## config.mk

```make
export PLATFORM = sky130hd
export DESIGN_NAME = mux_tree_pipe
export DESIGN_NICKNAME = d
export VERILOG_FILES = /design/src/rtl/mux_tree_pipe.sv
export SDC_FILE = /design/constraint.sdc
export NUM_CORES = 1
export LEC_CHECK = 0
export ABC_AREA = 1
export BUFFER_PORTS_ARGS = -buffer_cell sky130_fd_sc_hd__buf_2
export CAP_MARGIN = 30
export CORE_MARGIN = 8
export CORE_UTILIZATION = 35
export CTS_BUF_LIST = sky130_fd_sc_hd__clkbuf_2 sky130_fd_sc_hd__clkbuf_4 sky130_fd_sc_hd__clkbuf_8
export DETAILED_ROUTE_END_ITERATION = 8
export PLACE_DENSITY_LB_ADDON = 0.3
export SYNTH_ARGS = -nofsm -noshare
export SYNTH_HDL_FRONTEND = slang
export SYNTH_SLANG_ARGS = --single-unit
```

## constraint.sdc

```tcl
create_clock -name clk -period 1.5 [get_ports clk]
set_input_delay 0.075 -clock clk [delete_from_list [all_inputs] [get_ports clk]]
set_output_delay 0.075 -clock clk [all_outputs]
set_load 0.01 [all_outputs]
```

## src/rtl/mux_tree_pipe.sv

```systemverilog
// Pipelined N:1 mux tree with valid/ready flow control; one register stage per tree level.
// Define MUX_TREE_PIPE_SCAN_EN to include the auto-scan channel sequencer driven by scan_en.
module mux_tree_pipe #(
  parameter int WIDTH = 8,
  parameter int SEL_W = 3
) (
  input  logic                          clk,
  input  logic                          rst,
  input  logic [(2**SEL_W)*WIDTH-1:0]   in_data,
  input  logic [SEL_W-1:0]              in_sel,
  input  logic                          in_valid,
  output logic                          in_ready,
  input  logic                          scan_en,
  output logic [WIDTH-1:0]              out_data,
  output logic [SEL_W-1:0]              out_chan,
  output logic                          out_valid,
  input  logic                          out_ready
);

  localparam int N = 2**SEL_W;

  logic             stall;
  logic             advance;
  logic             accept;
  logic [SEL_W-1:0] esel;

  // One global stall: every stage freezes together, so bubbles are never squeezed out.
  assign stall    = out_valid && !out_ready;
  assign advance  = !stall;
  assign in_ready = !stall;
  assign accept   = in_valid && in_ready;

`ifdef MUX_TREE_PIPE_SCAN_EN
  logic [SEL_W-1:0] scanCnt_q;
  logic [SEL_W-1:0] scanCnt_d;

  // N is a power of two, so the natural wrap of the counter gives N-1 -> 0.
  always_comb begin
    scanCnt_d = scanCnt_q;
    if (accept && scan_en) begin
      scanCnt_d = scanCnt_q + SEL_W'(1);
    end
  end

  always_ff @(posedge clk) begin
    if (rst) begin
      scanCnt_q <= '0;
    end else begin
      scanCnt_q <= scanCnt_d;
    end
  end

  assign esel = scan_en ? scanCnt_q : in_sel;
`else
  logic unusedScanEn;

  assign unusedScanEn = scan_en;
  assign esel         = in_sel;
`endif

  for (genvar k = 0; k < SEL_W; k++) begin : g_lvl
    localparam int M = N >> (k + 1);

    logic [2*M*WIDTH-1:0] src;
    logic [SEL_W-1:0]     selIn;
    logic                 validIn;
    logic [M*WIDTH-1:0]   data_d;
    logic [M*WIDTH-1:0]   data_q;
    logic [SEL_W-1:0]     sel_q;
    logic                 valid_q;

    if (k == 0) begin : g_head
      assign src     = in_data;
      assign selIn   = esel;
      assign validIn = accept;
    end else begin : g_body
      assign src     = g_lvl[k-1].data_q;
      assign selIn   = g_lvl[k-1].sel_q;
      assign validIn = g_lvl[k-1].valid_q;
    end

    // Level k resolves select bit k, pairing entries (2j, 2j+1) of the previous level.
    always_comb begin
      data_d = '0;
      for (int j = 0; j < M; j++) begin
        data_d[j*WIDTH +: WIDTH] = selIn[k] ? src[(2*j+1)*WIDTH +: WIDTH]
                                            : src[(2*j)*WIDTH +: WIDTH];
      end
    end

    always_ff @(posedge clk) begin
      if (rst) begin
        valid_q <= 1'b0;
        data_q  <= '0;
        sel_q   <= '0;
      end else if (advance) begin
        valid_q <= validIn;
        data_q  <= data_d;
        sel_q   <= selIn;
      end
    end
  end

  assign out_data  = g_lvl[SEL_W-1].data_q;
  assign out_chan  = g_lvl[SEL_W-1].sel_q;
  assign out_valid = g_lvl[SEL_W-1].valid_q;

endmodule
```

Word-level counts from Yosys, hierarchy flattened
Index checks and enable logic that the tools add are counted.
Widths: inputs -> output; s select.
{ "classes": {"n_mux": 7, "n_reduce_logical": 4} }
{ "op_table": {"columns": ["op", "count"], "rows": [
  ["$mux 8", 7],
  ["$logic_and 1x1->1", 2],
  ["$logic_not 1->1", 2]
]} }
{ "totals": {"register_bits": 68, "inputBits": 72, "output_inout_bits": 13, "elab_cells": 20} }

Longest topological paths before layout
{ "logic_depth": {"ltp_word": 4, "mapped_depth": 7, "depth_no_buf": 5} }

Worst setup path after synthesis
Ideal clock, no wire load.
{ "synth_path": {"path_kind": "register -> register", "from": "reg g_lvl[2].valid_q (netlist: out_valid)", "to": "reg g_lvl[1].data_q[0]", "setup_ns": 0.112, "arrival_ns": 0.963, "path_slack_ns": 0.426, "stages_incl_launch_ff": 6, "n_path_buf": 2, "period_less_slack_ns": 1.074, "path_cell_list": "dfxtp_1 > buf_2 > buf_2 > nand3_1 > nand2_1 > nor2_1"} }
{ "synth_via": {"elab_chain_len": 1} }
{ "synth_rtl": {"columns": ["item", "line_no", "source"], "rows": [
  ["from (decl)", "70", "logic valid_q;"],
  ["from (signal assigned)", "97", "valid_q <= validIn;"],
  ["$logic_and 1x1->1", "28", "assign stall = out_valid && !out_ready;"],
  ["to (signal assigned)", "98", "data_q <= data_d;"],
  ["to (decl)", "68", "logic [M*WIDTH-1:0] data_q;"]
]} }
No other way between the ends.
A chain may end at the register's enable or synchronous reset.

Final worst setup path
{ "layout_path": {"from": "reg g_lvl[2].valid_q (netlist: out_valid)", "to": "out in_ready"} }
{ "layout_via": {"elab_chain_len": 2} }
{ "layout_rtl": {"columns": ["item", "line_no", "source"], "rows": [
  ["$logic_and 1x1->1", "28", null],
  ["$logic_not 1->1", "30", "assign in_ready = !stall;"],
  ["to (decl)", "12", "output logic in_ready,"]
]} }
No other way between the ends.

==> impl_metrics.py <==
metrics = {
    "placement": {
        "portBuffers": 83,
        "gp_congestion": 0.7246,
        "place.detailed.hpwl_mm": 5.810,
        "pre_cts_slack_ns": 0.3540,
    },
    "routing": {
        "drc": 0,
        "dr.pass1.iters": 4,
        "drt_wl_total_mm": 9.190,
        "wl_per_cell_um": 11.15,
        "vias_cell": 4.309,
        "vias_post_dr": 3551,
        "ant_nets": 0,
        "drt-initial-drc-count": 227,
    },
    "setup_path": {
        "timing.critical_path.required_ns": 1.42,
        "critical_path_arrival_ns": 1.32,
        "timing.critical_path.to": "in_ready",
        "rr_startpoint": "out_valid$_SDFFE_PP0N_",
        "critical_path_end_type": "output pin",
        "critical_path_class": "reg -> out",
        "critical-path-top-delay-family": "buffers and inverters",
        "regToRegSetupSlack_ns": 0.39,
        "reg2reg_depth": 5,
        "cpMostUsedCell": "inv_2",
        "r2r_end": "g_lvl[1].valid_q$_SDFFE_PP0N_",
        "cp-startpoint": "out_valid$_SDFFE_PP0N_",
        "cp_num_cells": 5,
        "cpMaxStageDelayCell": "dfxtp_2",
        "setup.worst_path.start_class": "flop",
        "max_stage_delay_ns": 0.36,
        "critPathBufInv": 4,
        "path_max_fanout": 20,
        "worstPathCellList": "inv_2 -> nor2_4 -> buf_12 -> inv_2 -> buf_2",
    },
    "global_route": {
        "globalRouteMet2Util": 0.2261,
        "gr-usage-met1": 0.1587,
        "groute.layer.met3.usage": 0.04188,
        "top_usage_layer": "met2",
        "antenna_found_initial": 0,
        "globalRouteTotalUtil": 0.1338,
        "grt_overflow_total": 0,
        "vias_in_the_first_global_route": 3500,
        "grt_pass1_wl_mm": 14.79,
        "grt_start_max_net_pins": 80,
    },
    "floorplan": {
        "start_util": 0.3607,
        "placementRows": 36,
        "die_x_um": 116.6,
        "floorplan.die_area_um2": 13600,
        "core_um2": 9819,
        "top_level_ports": 85,
        "die-height_um": 116.6,
    },
    "hold_path": {
        "min-delay-path-class": "in -> reg",
        "hp-start": "in_data[21]",
    },
    "logic_synthesis": {
        "mappedNetlistNets": 688,
        "yosysWarningCount": 0,
        "postSynthCellCount": 616,
        "synth.avg_cell_area_um2": 5.750,
        "ys_seq_elements": 68,
        "yosysSeqAreaShare": 0.3843,
        "synth_area_um2": 3542,
        "ys_types": 14,
    },
    "finish": {
        "final_net_count": 758,
        "antenna_cells_inserted": 0,
        "most-common-layout-cells": "246 x nand2_1, 134 x nor2_1, 83 x buf_2",
        "drive_gt1_frac": 0.1693,
        "area_growth_from_synthesis_to_layout_pct": 23.03,
        "layout_commonest_cell": "nand2_1",
        "layout_fillers": 1091,
    },
    "clocking": {
        "cts_buffers": 9,
        "cts_resized": 0,
        "cts_num_sinks": 68,
        "ctsHtreeMaxLevel": 3,
        "clock_path_buffers": 2,
        "cts_tree": "yes",
        "cts.clk_slew.worst_paths_ns": 0.08,
        "clock-root-buffer": "clkbuf_8",
        "insertion_delay_to_the_later_sink_of_the_worst_skew_pair_ns": 0.34,
    },
    "power": {
        "power.net_switching_mw": 1.192,
        "totalPowerFinal_mw": 4.374,
        "power.clock.fraction": 0.382,
        "sw_frac_of_total": 0.2726,
        "max-vdd-ir-drop_v": 0.0004660,
        "share_comb_of_total_power": 0.160,
        "seqPwrFrac": 0.458,
        "power.static_leakage_nw": 2.272,
        "internal_power_of_the_cells_mw": 3.182,
        "p_per_area_nw_per_um2": 1004,
    },
    "sta": {
        "report.final.slew_viol_count": 0,
        "slew-limit-headroom": 0.6557,
        "max_clock_freq_ghz": 0.7173,
        "tightestPinTransition_ns": 0.5157,
        "finalCritPeriodShare": 0.9294,
        "tns_ns": 0,
        "fin_crit_ns": 1.394,
        "hold_violations": 0,
        "rsz_0062_raised_after_global_routing": "false",
        "final.setup_skew_ns": 0.009208,
        "fin_ws_ns": 0.1059,
        "setup_viol": 0,
    },
    "job": {
        "cap_viol_max_count": 0,
    },
    "outcome": {
        "outcome": "finished, final reports clean",
    },
}
## synthesized netlist by cell type (all sizes together)
library cell	count	area [um^2]
nand2	246	923.4
a21oi	1	5.000
clkinv	1	3.750
dfxtp	68	1361
nor2	135	514.2
clkbuf	6	22.52
nand3	56	280.3
inv	71	266.5
buf	32	165.2
## power groups by stage
stage	logic (mW)	clock network [mW]	registers, mW
finish	0.701	1.67	2.00
global route	0.816	1.78	2.02
CTS	0.697	1.70	2.00
detailed placement	0.686	0	2.05
global placement	0.672	0	2.04
floorplan	0.464	0	2.04
## cell type report
cell class	count	area, um^2	share of cell area
tap	133	166.4	0.03819
sequential	68	1363	0.3127
clock inverter	6	88.84	0.02038
timing repair buffer	97	615.6	0.1413
multi-input combinational	438	1723	0.3953
clock buffer	10	131.4	0.03015
inverter	72	270.3	0.06202
## worst min path at each step
stage / to / cells after the start / slack [ns]
2_1_floorplan: out_valid$_SDFFE_PP0N_ / 1 / 0.14
3_3_place_gp: out_valid$_SDFFE_PP0N_ / 2 / 0.26
3_5_place_dp: out_valid$_SDFFE_PP0N_ / 2 / 0.26
4_1_cts: g_lvl[0].data_q[13]$_SDFFE_PP0N_ / 5 / 0.02
5_1_grt: g_lvl[0].data_q[24]$_SDFFE_PP0N_ / 5 / 0.03
6_report: g_lvl[0].data_q[13]$_SDFFE_PP0N_ / 5 / 0.03
## kinds of logic after synthesis
logic type | count (synthesis) | share of synthesized area
flops | 68 | 0.3843
buf+inv | 110 | 0.1293
compound gates | 1 | 0.001412
simple gates | 437 | 0.4850
## layer usage
| layer | wire length, um | part of all wire |
|---|---|---|
| met5 | 0 | 0 |
| met4 | 110 | 0.012 |
| met3 | 435 | 0.047 |
| met2 | 4237 | 0.46 |
| met1 | 4407 | 0.48 |
## metrics by stage
| stage | cell area, um^2 | cells | hold WS, ns | utilization |
|---|---|---|---|---|
| 6_report | 4358 | 824 | 0.02823 | 0.4438 |
| 5_1_grt | 4358 | 824 | 0.03094 | 0.4438 |
| 4_1_cts | 4308 | 822 | 0.01540 | 0.4387 |
| 3_5_place_dp | 4048 | 802 | 0.2592 | 0.4122 |
| 3_3_place_gp | 4048 | 802 | 0.2552 | 0.4122 |
| 2_1_floorplan | 3542 | 616 | 0.1441 | - |
## sequential cells by signal (all words and copies together), names as in the netlist
register       count
out_valid          1
g_lvl.sel_q        6
g_lvl.data_q      48
out_data           8
out_chan           3
g_lvl.valid_q      2
## worst register-to-register path: cells and delay by family, from the launching register on
kind                   cells  cell delay (ns)
AND/OR/NAND/NOR            3             0.36
buffers and inverters      2             0.34
flip-flops                 1             0.36
## what timing repair did
item | CTS | global route
endpoints found under the setup margin | 0 | 1
hold endpoints to repair | 4 | 0
hold buffers | 4 | 0
buffers inserted | 0 | 0
Power figures use the tool's default switching activity.
